===== src/rtl/keypad_pkg.sv =====
// Shared types and helpers for the matrix keypad scan controller.
// Width functions are constant-evaluable so they can size ports and counters.
package keypad_pkg;

  typedef enum logic [1:0] {
    SCAN     = 2'd0,
    DEBOUNCE = 2'd1,
    PRESSED  = 2'd2,
    RELEASE  = 2'd3
  } scan_state_e;

  localparam int MAX_LINES = 16;

  function automatic int max3(input int a, input int b, input int c);
    int m;
    m = (a > b) ? a : b;
    return (m > c) ? m : c;
  endfunction

  function automatic int code_width(input int n_rows, input int n_cols);
    return $clog2(n_rows) + $clog2(n_cols);
  endfunction

  function automatic int cnt_width(input int settle, input int debounce, input int repeat_cyc);
    return $clog2(max3(settle, debounce, repeat_cyc) + 1);
  endfunction

  function automatic logic is_onehot(input logic [MAX_LINES-1:0] v);
    return (v != '0) && ((v & (v - MAX_LINES'(1))) == '0);
  endfunction

  // Only meaningful for one-hot input; the highest set bit wins otherwise.
  function automatic logic [3:0] onehot_to_idx(input logic [MAX_LINES-1:0] v);
    logic [3:0] idx;
    idx = '0;
    for (int i = 0; i < MAX_LINES; i++) begin
      if (v[i]) idx = 4'(i);
    end
    return idx;
  endfunction

endpackage


===== src/rtl/sync_2ff.sv =====
// Two-flop synchroniser for asynchronous level inputs, any width.
// Reset clears both stages so the FSM sees an idle bus out of reset.
module sync_2ff #(
  parameter int WIDTH = 1
) (
  input  logic             clk,
  input  logic             reset,
  input  logic [WIDTH-1:0] d,
  output logic [WIDTH-1:0] q
);

  logic [WIDTH-1:0] meta;

  always_ff @(posedge clk or negedge reset) begin
    if (!reset) begin
      meta <= '0;
      q    <= '0;
    end else begin
      meta <= d;
      q    <= meta;
    end
  end

endmodule


===== src/rtl/keypad_scan_ctrl.sv =====
// Matrix keypad scanner: row drive, column debounce, key encode, multi-key
// rejection and optional auto-repeat.
//
//   state    | meaning
//   ---------+-------------------------------------------------------------
//   SCAN     | drive one row, settle, then sample columns; advance if idle
//   DEBOUNCE | row held; waiting for DEBOUNCE_CYC stable samples of pat
//   PRESSED  | key accepted; optional repeat strobes until columns clear
//   RELEASE  | waiting for DEBOUNCE_CYC consecutive empty samples
module keypad_scan_ctrl
  import keypad_pkg::*;
#(
  parameter int N_ROWS       = 4,
  parameter int N_COLS       = 4,
  parameter int SETTLE_CYC   = 3,
  parameter int DEBOUNCE_CYC = 8,
  parameter int REPEAT_CYC   = 0
) (
  input  logic                                   clk,
  input  logic                                   reset,
  input  logic [N_COLS-1:0]                      columns,
  output logic [N_ROWS-1:0]                      rows,
  output logic                                   key_valid,
  output logic [code_width(N_ROWS, N_COLS)-1:0]  key_code,
  output logic [N_ROWS+N_COLS-1:0]               key_raw,
  output logic                                   key_held,
  output logic                                   multi_key
);

  localparam int RW    = $clog2(N_ROWS);
  localparam int CW    = $clog2(N_COLS);
  localparam int CNT_W = cnt_width(SETTLE_CYC, DEBOUNCE_CYC, REPEAT_CYC);

  localparam logic [CNT_W-1:0] SETTLE_LAST = CNT_W'(SETTLE_CYC - 1);
  localparam logic [CNT_W-1:0] DB_DONE     = CNT_W'(DEBOUNCE_CYC);
  localparam logic [CNT_W-1:0] REP_LAST    = CNT_W'((REPEAT_CYC > 0) ? REPEAT_CYC - 1 : 0);
  localparam logic [RW-1:0]    ROW_LAST    = RW'(N_ROWS - 1);

  scan_state_e         state;
  logic [N_COLS-1:0]   col_s;
  logic [N_COLS-1:0]   pat;
  logic [RW-1:0]       row_idx;
  logic [RW-1:0]       row_next;
  logic [CNT_W-1:0]    cnt;
  logic [CNT_W-1:0]    db_cnt;
  logic [CNT_W-1:0]    rep_cnt;
  logic                rep_en;
  logic                pat_single;
  logic [CW-1:0]       pat_idx;

  sync_2ff #(
    .WIDTH (N_COLS)
  ) u_col_sync (
    .clk   (clk),
    .reset (reset),
    .d     (columns),
    .q     (col_s)
  );

  assign row_next   = (row_idx == ROW_LAST) ? '0 : row_idx + RW'(1);
  assign pat_single = is_onehot(MAX_LINES'(pat));
  assign pat_idx    = CW'(onehot_to_idx(MAX_LINES'(pat)));

  always_ff @(posedge clk or negedge reset) begin
    if (!reset) begin
      state     <= SCAN;
      row_idx   <= '0;
      rows      <= N_ROWS'(1);
      cnt       <= '0;
      db_cnt    <= '0;
      rep_cnt   <= '0;
      rep_en    <= 1'b0;
      pat       <= '0;
      key_valid <= 1'b0;
      multi_key <= 1'b0;
      key_held  <= 1'b0;
      key_code  <= '0;
      key_raw   <= '0;
    end else begin
      key_valid <= 1'b0;
      multi_key <= 1'b0;

      case (state)
        SCAN: begin
          if (cnt == SETTLE_LAST) begin
            cnt <= '0;
            if (col_s == '0) begin
              row_idx <= row_next;
              rows    <= N_ROWS'(1) << row_next;
            end else begin
              pat    <= col_s;
              db_cnt <= CNT_W'(1);
              state  <= DEBOUNCE;
            end
          end else begin
            cnt <= cnt + CNT_W'(1);
          end
        end

        // Mismatch checks come first so a bounce on the final sample restarts.
        DEBOUNCE: begin
          if (col_s == '0) begin
            db_cnt <= '0;
            cnt    <= '0;
            state  <= SCAN;
          end else if (col_s != pat) begin
            pat    <= col_s;
            db_cnt <= CNT_W'(1);
          end else if (db_cnt == DB_DONE) begin
            db_cnt   <= '0;
            rep_cnt  <= '0;
            key_held <= 1'b1;
            state    <= PRESSED;
            rep_en   <= pat_single && (REPEAT_CYC > 0);
            if (pat_single) begin
              key_valid <= 1'b1;
              key_code  <= {row_idx, pat_idx};
              key_raw   <= {rows, pat};
            end else begin
              multi_key <= 1'b1;
            end
          end else begin
            db_cnt <= db_cnt + CNT_W'(1);
          end
        end

        PRESSED: begin
          if (col_s == '0) begin
            rep_cnt <= '0;
            db_cnt  <= CNT_W'(1);
            state   <= RELEASE;
          end else if (rep_en) begin
            if (rep_cnt == REP_LAST) begin
              key_valid <= 1'b1;
              rep_cnt   <= '0;
            end else begin
              rep_cnt <= rep_cnt + CNT_W'(1);
            end
          end
        end

        RELEASE: begin
          if (col_s != '0) begin
            db_cnt  <= '0;
            rep_cnt <= '0;
            state   <= PRESSED;
          end else if (db_cnt == DB_DONE) begin
            db_cnt   <= '0;
            cnt      <= '0;
            key_held <= 1'b0;
            row_idx  <= row_next;
            rows     <= N_ROWS'(1) << row_next;
            state    <= SCAN;
          end else begin
            db_cnt <= db_cnt + CNT_W'(1);
          end
        end

        default: begin
          state <= SCAN;
        end
      endcase
    end
  end

endmodule


===== config.mk =====
export PLATFORM = sky130hd
export DESIGN_NAME = keypad_scan_ctrl
export DESIGN_NICKNAME = d
export VERILOG_FILES = /design/src/rtl/keypad_pkg.sv /design/src/rtl/sync_2ff.sv /design/src/rtl/keypad_scan_ctrl.sv
export SDC_FILE = /design/constraint.sdc
export NUM_CORES = 1
export LEC_CHECK = 0
export BUFFER_PORTS_ARGS = -buffer_cell sky130_fd_sc_hd__buf_2
export CORE_MARGIN = 3
export CORE_UTILIZATION = 61
export DETAILED_ROUTE_END_ITERATION = 8
export PLACE_DENSITY = 0.94
export SYNTH_ARGS = -nofsm -noshare
export SYNTH_HDL_FRONTEND = slang
export SYNTH_HIERARCHICAL = 1
export SYNTH_SLANG_ARGS = --single-unit

===== constraint.sdc =====
create_clock -name clk -period 5.1 [get_ports clk]
set_input_delay 0.765 -clock clk [delete_from_list [all_inputs] [get_ports clk]]
set_output_delay 0.765 -clock clk [all_outputs]
set_load 0.02 [all_outputs]

# Yosys cells after proc, flatten, opt, wreduce, memory -nomap -nowiden
# Cells that the tools add are included.
# classes
shift	1
n_reduce_logical	17
add_sub_neg	4
n_eq_ne	21
muxes	57
n_bitwise	3
# ops
operator	n
4-bit 2-to-1 mux	19
2-bit 2-to-1 mux	15
2-bit != test, second input constant	11
4-bit by 16-bit bitwise AND with 16-bit output	1
16-bit logical NOT	1
1-bit 2-to-1 mux	16
4-bit one-hot mux with 2 select lines	2
4-bit one-hot mux with 4 select lines	1
5-bit AND reduction	3
4-bit one-hot mux with 3 select lines	1
6-bit AND reduction	2
3-bit != test, second input constant	3
4-bit by 1-bit adder with 4-bit output, second input constant	2
2-bit one-hot mux with 4 select lines	1
4-bit nonzero test	2
2-bit equality test, second input constant	3
2-bit nonzero test	3
4-bit by 1-bit subtractor with 5-bit output, second input constant	1
4-bit by 2-bit equality test with 1-bit output, second input constant	1
4-bit equality test, second input constant	1
4-bit logical NOT	1
4-bit != test	1
2-bit one-hot mux with 2 select lines	1
4-bit AND reduction	1
other kinds (9)	10
# totals
in_bits	6
wordCells	116
regBits	43

# Logic depth before layout (Yosys ltp)
# logic_depth
word_depth	9
ltp_mapped	8
mapped_depth_nobuf	7

# Modules after synthesis
# Netlist, hierarchy kept.
# modules_own_cells
module	area_per_inst_um2	n_inst	cells_each
keypad_scan_ctrl	1794.2	1	146
sync_2ff	200.2	1	8

# Least setup slack after synthesis
# OpenSTA, ideal clock, no wires.
# synth_path
kind	register to register
from	register u_col_sync.q[0]
to	register key_raw[1]
setup_slack_ns	3.342
path_stages_with_launch	8
required_ns	4.975
arrival_time_ns	1.633
period_less_slack_ns	1.758
cell_sequence	dfrtp_1 > xnor2_1 > nand4_2 > nor2_2 > and3_1 > buf_6 > buf_12 > mux2_4
# synth_via
elab_chain_cells	3
word_cells_on_any_way	5
cone_classes	eq/ne (1); bitwise (2); reduce/logical (2)
# synth_lines
element	line_no	text
start, declared	sync_2ff.sv:9	output logic [WIDTH-1:0] q
start signal, assigned	sync_2ff.sv:20	q <= meta;
4-bit != test or 4-bit logical NOT (tied branches)	keypad_scan_ctrl.sv:106, keypad_scan_ctrl.sv:102	
1-bit inverter (no source line)	n/a	
5-bit AND reduction (no source line) (*)	n/a	
end signal, assigned	keypad_scan_ctrl.sv:118	key_raw <= {rows, pat};
end, declared	keypad_scan_ctrl.sv:25	output logic [N_ROWS+N_COLS-1:0] key_raw,
# Mark *: on every way between the ends. The rest lies on a longest branch, timed or not.
# A chain may end at the register's enable or synchronous reset.

# Worst setup path in the final report
# layout_path
from	register state[0]
to	register key_code[2]
# layout_via
elab_chain_cells	2
# layout_lines
element	line_no	text
start, declared	keypad_scan_ctrl.sv:39	scan_state_e state;
start signal, assigned	keypad_scan_ctrl.sv:66	state <= SCAN;
start signal, assigned	keypad_scan_ctrl.sv:93	state <= DEBOUNCE;
start signal, assigned	keypad_scan_ctrl.sv:105	state <= SCAN;
2-bit by 1-bit equality test with 1-bit output	keypad_scan_ctrl.sv:83	case (state)
5-bit AND reduction (no source line)	n/a	
end signal, assigned	keypad_scan_ctrl.sv:117	key_code <= {row_idx, pat_idx};
end, declared	keypad_scan_ctrl.sv:24	output logic [code_width(N_ROWS, N_COLS)-1:0] key_code,
# No other way between the ends.

==> impl_metrics.tcl <==
set metrics [dict create \
    p_comb_frac 0.275 \
    tns_ns 0 \
    drt_iter0_markers 103 \
    dp_slack_ns 2.81 \
    drt_first_pass_iters 4 \
    synth-seq-cells 43 \
    p_sw_frac 0.364 \
    post_synth_and_or_nand_nor_area_fraction 0.100 \
    skew_ns 0.0177 \
    clk_pin_slew_ns 0.13 \
    clk_path_buf_depth 2 \
    slew_headroom 0.406 \
    crit_path_end_kind "flip-flop" \
    ios 25 \
    numCtsBuffers 5 \
    fp.dieW_um 63.2 \
    start_util 0.648 \
    crit_required_ns 5.36 \
    final_common_cell "dfrtp_1" \
    placed_cells 217 \
    setup_viol 0 \
    wirelength_um 3690 \
    io_buffers 24 \
    p_leak_uw 0.00107 \
    rsz0062_at_grt "false" \
    hpwlAfterDp_um 2690 \
    finalCriticalPeriod_ns 2.33 \
    report.final.slew_viol_count 0 \
    syn-num-nets 169 \
    final_cells 225 \
    crit_fanout 19 \
    hp-class "flip-flop to flip-flop" \
    clock_power_share 0.219 \
    powerDensity_nw_per_um2 451 \
    grt_overflow 0 \
    cts_setup_buffers 0 \
    worstPathArrival_ns 2.59 \
    tightest_slew_ns 0.891 \
    synth_compound_area_frac 0.0922 \
    grt_use_total 0.214 \
    grt_max_degree 44 \
    cts_resized 0 \
    grt_pass1_vias 1360 \
    drive_gt1_frac 0.326 \
    ctsHoldBuffers 0 \
    gp_congestion 0.820 \
    internal-power_uw 634 \
    synthDistinctLibCells 41 \
    cts_tree "built" \
    final_cell_mix "dfrtp_1, buf_2, mux2_2, inv_1, ha_1" \
    status "finished clean" \
    crit_type "flip-flop to flip-flop" \
    synth-adder-area-share 0.0565 \
    rows 20 \
    antenna_found_initial 0 \
    synthXorXnorAreaFrac 0.0263 \
    grt_pass1_wl_um 6570 \
    syn_area_per_cell_um2 13.0 \
    syn_to_final_growth_pct 10.9 \
    cap_violations 0 \
    fin_crit_sh 0.458 \
    n_antenna_cell 0 \
    hold_viol 0 \
    clk_latency_ns 0.36 \
    ys_async_sr_fraction 1.00 \
    die_h_um 63.2 \
    die_area_um2 3990 \
    synth.mux.area_fraction 0.146 \
    synthCells 154 \
    synth_warnings 6 \
    synth_top_family_by_area "multiplexers" \
    coreArea_um2 3080 \
    vias 1295 \
    hold_ws_ns 0.365 \
    root_buffer "clkbuf_4" \
    cp-start-kind "flip-flop" \
    ir_drop_v 0.000364 \
    p_sw_uw 362 \
    wire_per_inst_um 16.4 \
    final_nets 195 \
    syn_area_um2 1990 \
    synthFlopType "dfrtp_1" \
    postRouteAntennaNets 0 \
    synth_edf_count 0 \
    numClockSinks 43 \
    seqPwrFrac 0.506 \
    drc_errors 0 \
    h-tree-depth 2 \
    ys_seq_area_frac 0.540 \
    via_per_inst 5.76 \
    timing.fmax_ghz 0.429 \
    worst_slack_ns 2.77 \
    finalPower_uw 996 \
]
[power by group through the flow]
stage	logic, uW	clock network [uW]	registers (uW)
after floorplan	234	0	466
after global placement	249	0	497
after CTS	276	221	500
final	274	218	504
after detailed placement	273	0	507
after global routing	310	240	518
[layer usage]
metal,vias up,global-route usage,wire (um)
li1,600,-,-
met3,13,0.0570,162
met4,0,0.0836,96
met5,-,0,0
met1,642,0.266,1520
met2,40,0.358,1910
[worst max-delay path, stage by stage, from the launching register on]
cell      delay, ns
dfrtp_1        0.70
nand4b_1       0.31
nor2_2         0.18
and3_1         0.65
mux2_2         0.41
[metrics by stage]
stage	instance area, um^2	util
4_1_cts	2210	0.718
6_report	2210	0.718
5_1_grt	2210	0.718
3_5_place_dp	2130	0.691
2_1_floorplan	1990	-
3_3_place_gp	2130	0.691
[final cells by class]
class / instances / area (um^2)
sequential: 43 / 1080
inverter: 9 / 33.8
tap: 44 / 55.1
clock buffer: 5 / 37.5
multi-input combinational: 97 / 841
fill: 209 / 867
clock inverter: 3 / 46.3
timing repair buffer: 24 / 120
[path summary, 6_finish.rpt]
kind	startpoint	end	slack (ns)	cells after the start
max	state[0]$_DFFE_PN0P_	key_code[2]$_DFFE_PN0P_	2.77	4
min	u_col_sync/meta[0]$_DFF_PN0_	u_col_sync/q[0]$_DFF_PN0_	0.36	0
max reg2reg	state[0]$_DFFE_PN0P_	key_code[2]$_DFFE_PN0P_	2.77	4
min reg2reg	u_col_sync/meta[0]$_DFF_PN0_	u_col_sync/q[0]$_DFF_PN0_	0.36	0
max in group asynchronous	reset	cnt[1]$_DFFE_PN0P_	4.02	1
min in group asynchronous	reset	key_held$_DFFE_PN0P_	0.51	1
[cell usage after synthesis, types with 2 or more instances]
library cell	number	area, um^2
mux2_4	7	105
a32o_1	2	20.0
o41ai_1	2	17.5
nand3b_1	2	15.0
a31oi_1	5	31.3
nand3_1	2	10.0
a21oi_1	6	30.0
inv_1	9	33.8
nor2_1	4	15.0
dfrtp_1	42	1050
nand2_1	8	30.0
nand2b_1	2	12.5
mux2i_1	4	40.0
clkbuf_1	3	11.3
ha_1	9	113
o21ai_0	6	30.0
mux2_2	13	146
xnor2_1	5	43.8
[cell families after synthesis]
kind of cell | after synthesis
flops | 43
fa+ha+maj | 9
buf+inv | 14
xor+xnor | 6
simple gates | 30
mux | 24
compound gates | 28
[state kept, by name, indices dropped and copies added (netlist names), 4 cells and up, named ones only]
name             flops
u_col_sync/q         4
key_raw              8
rows                 4
key_code             4
db_cnt               4
cnt                  4
pat                  4
u_col_sync/meta      4
Note: power is estimated with default switching activity, not from simulation.
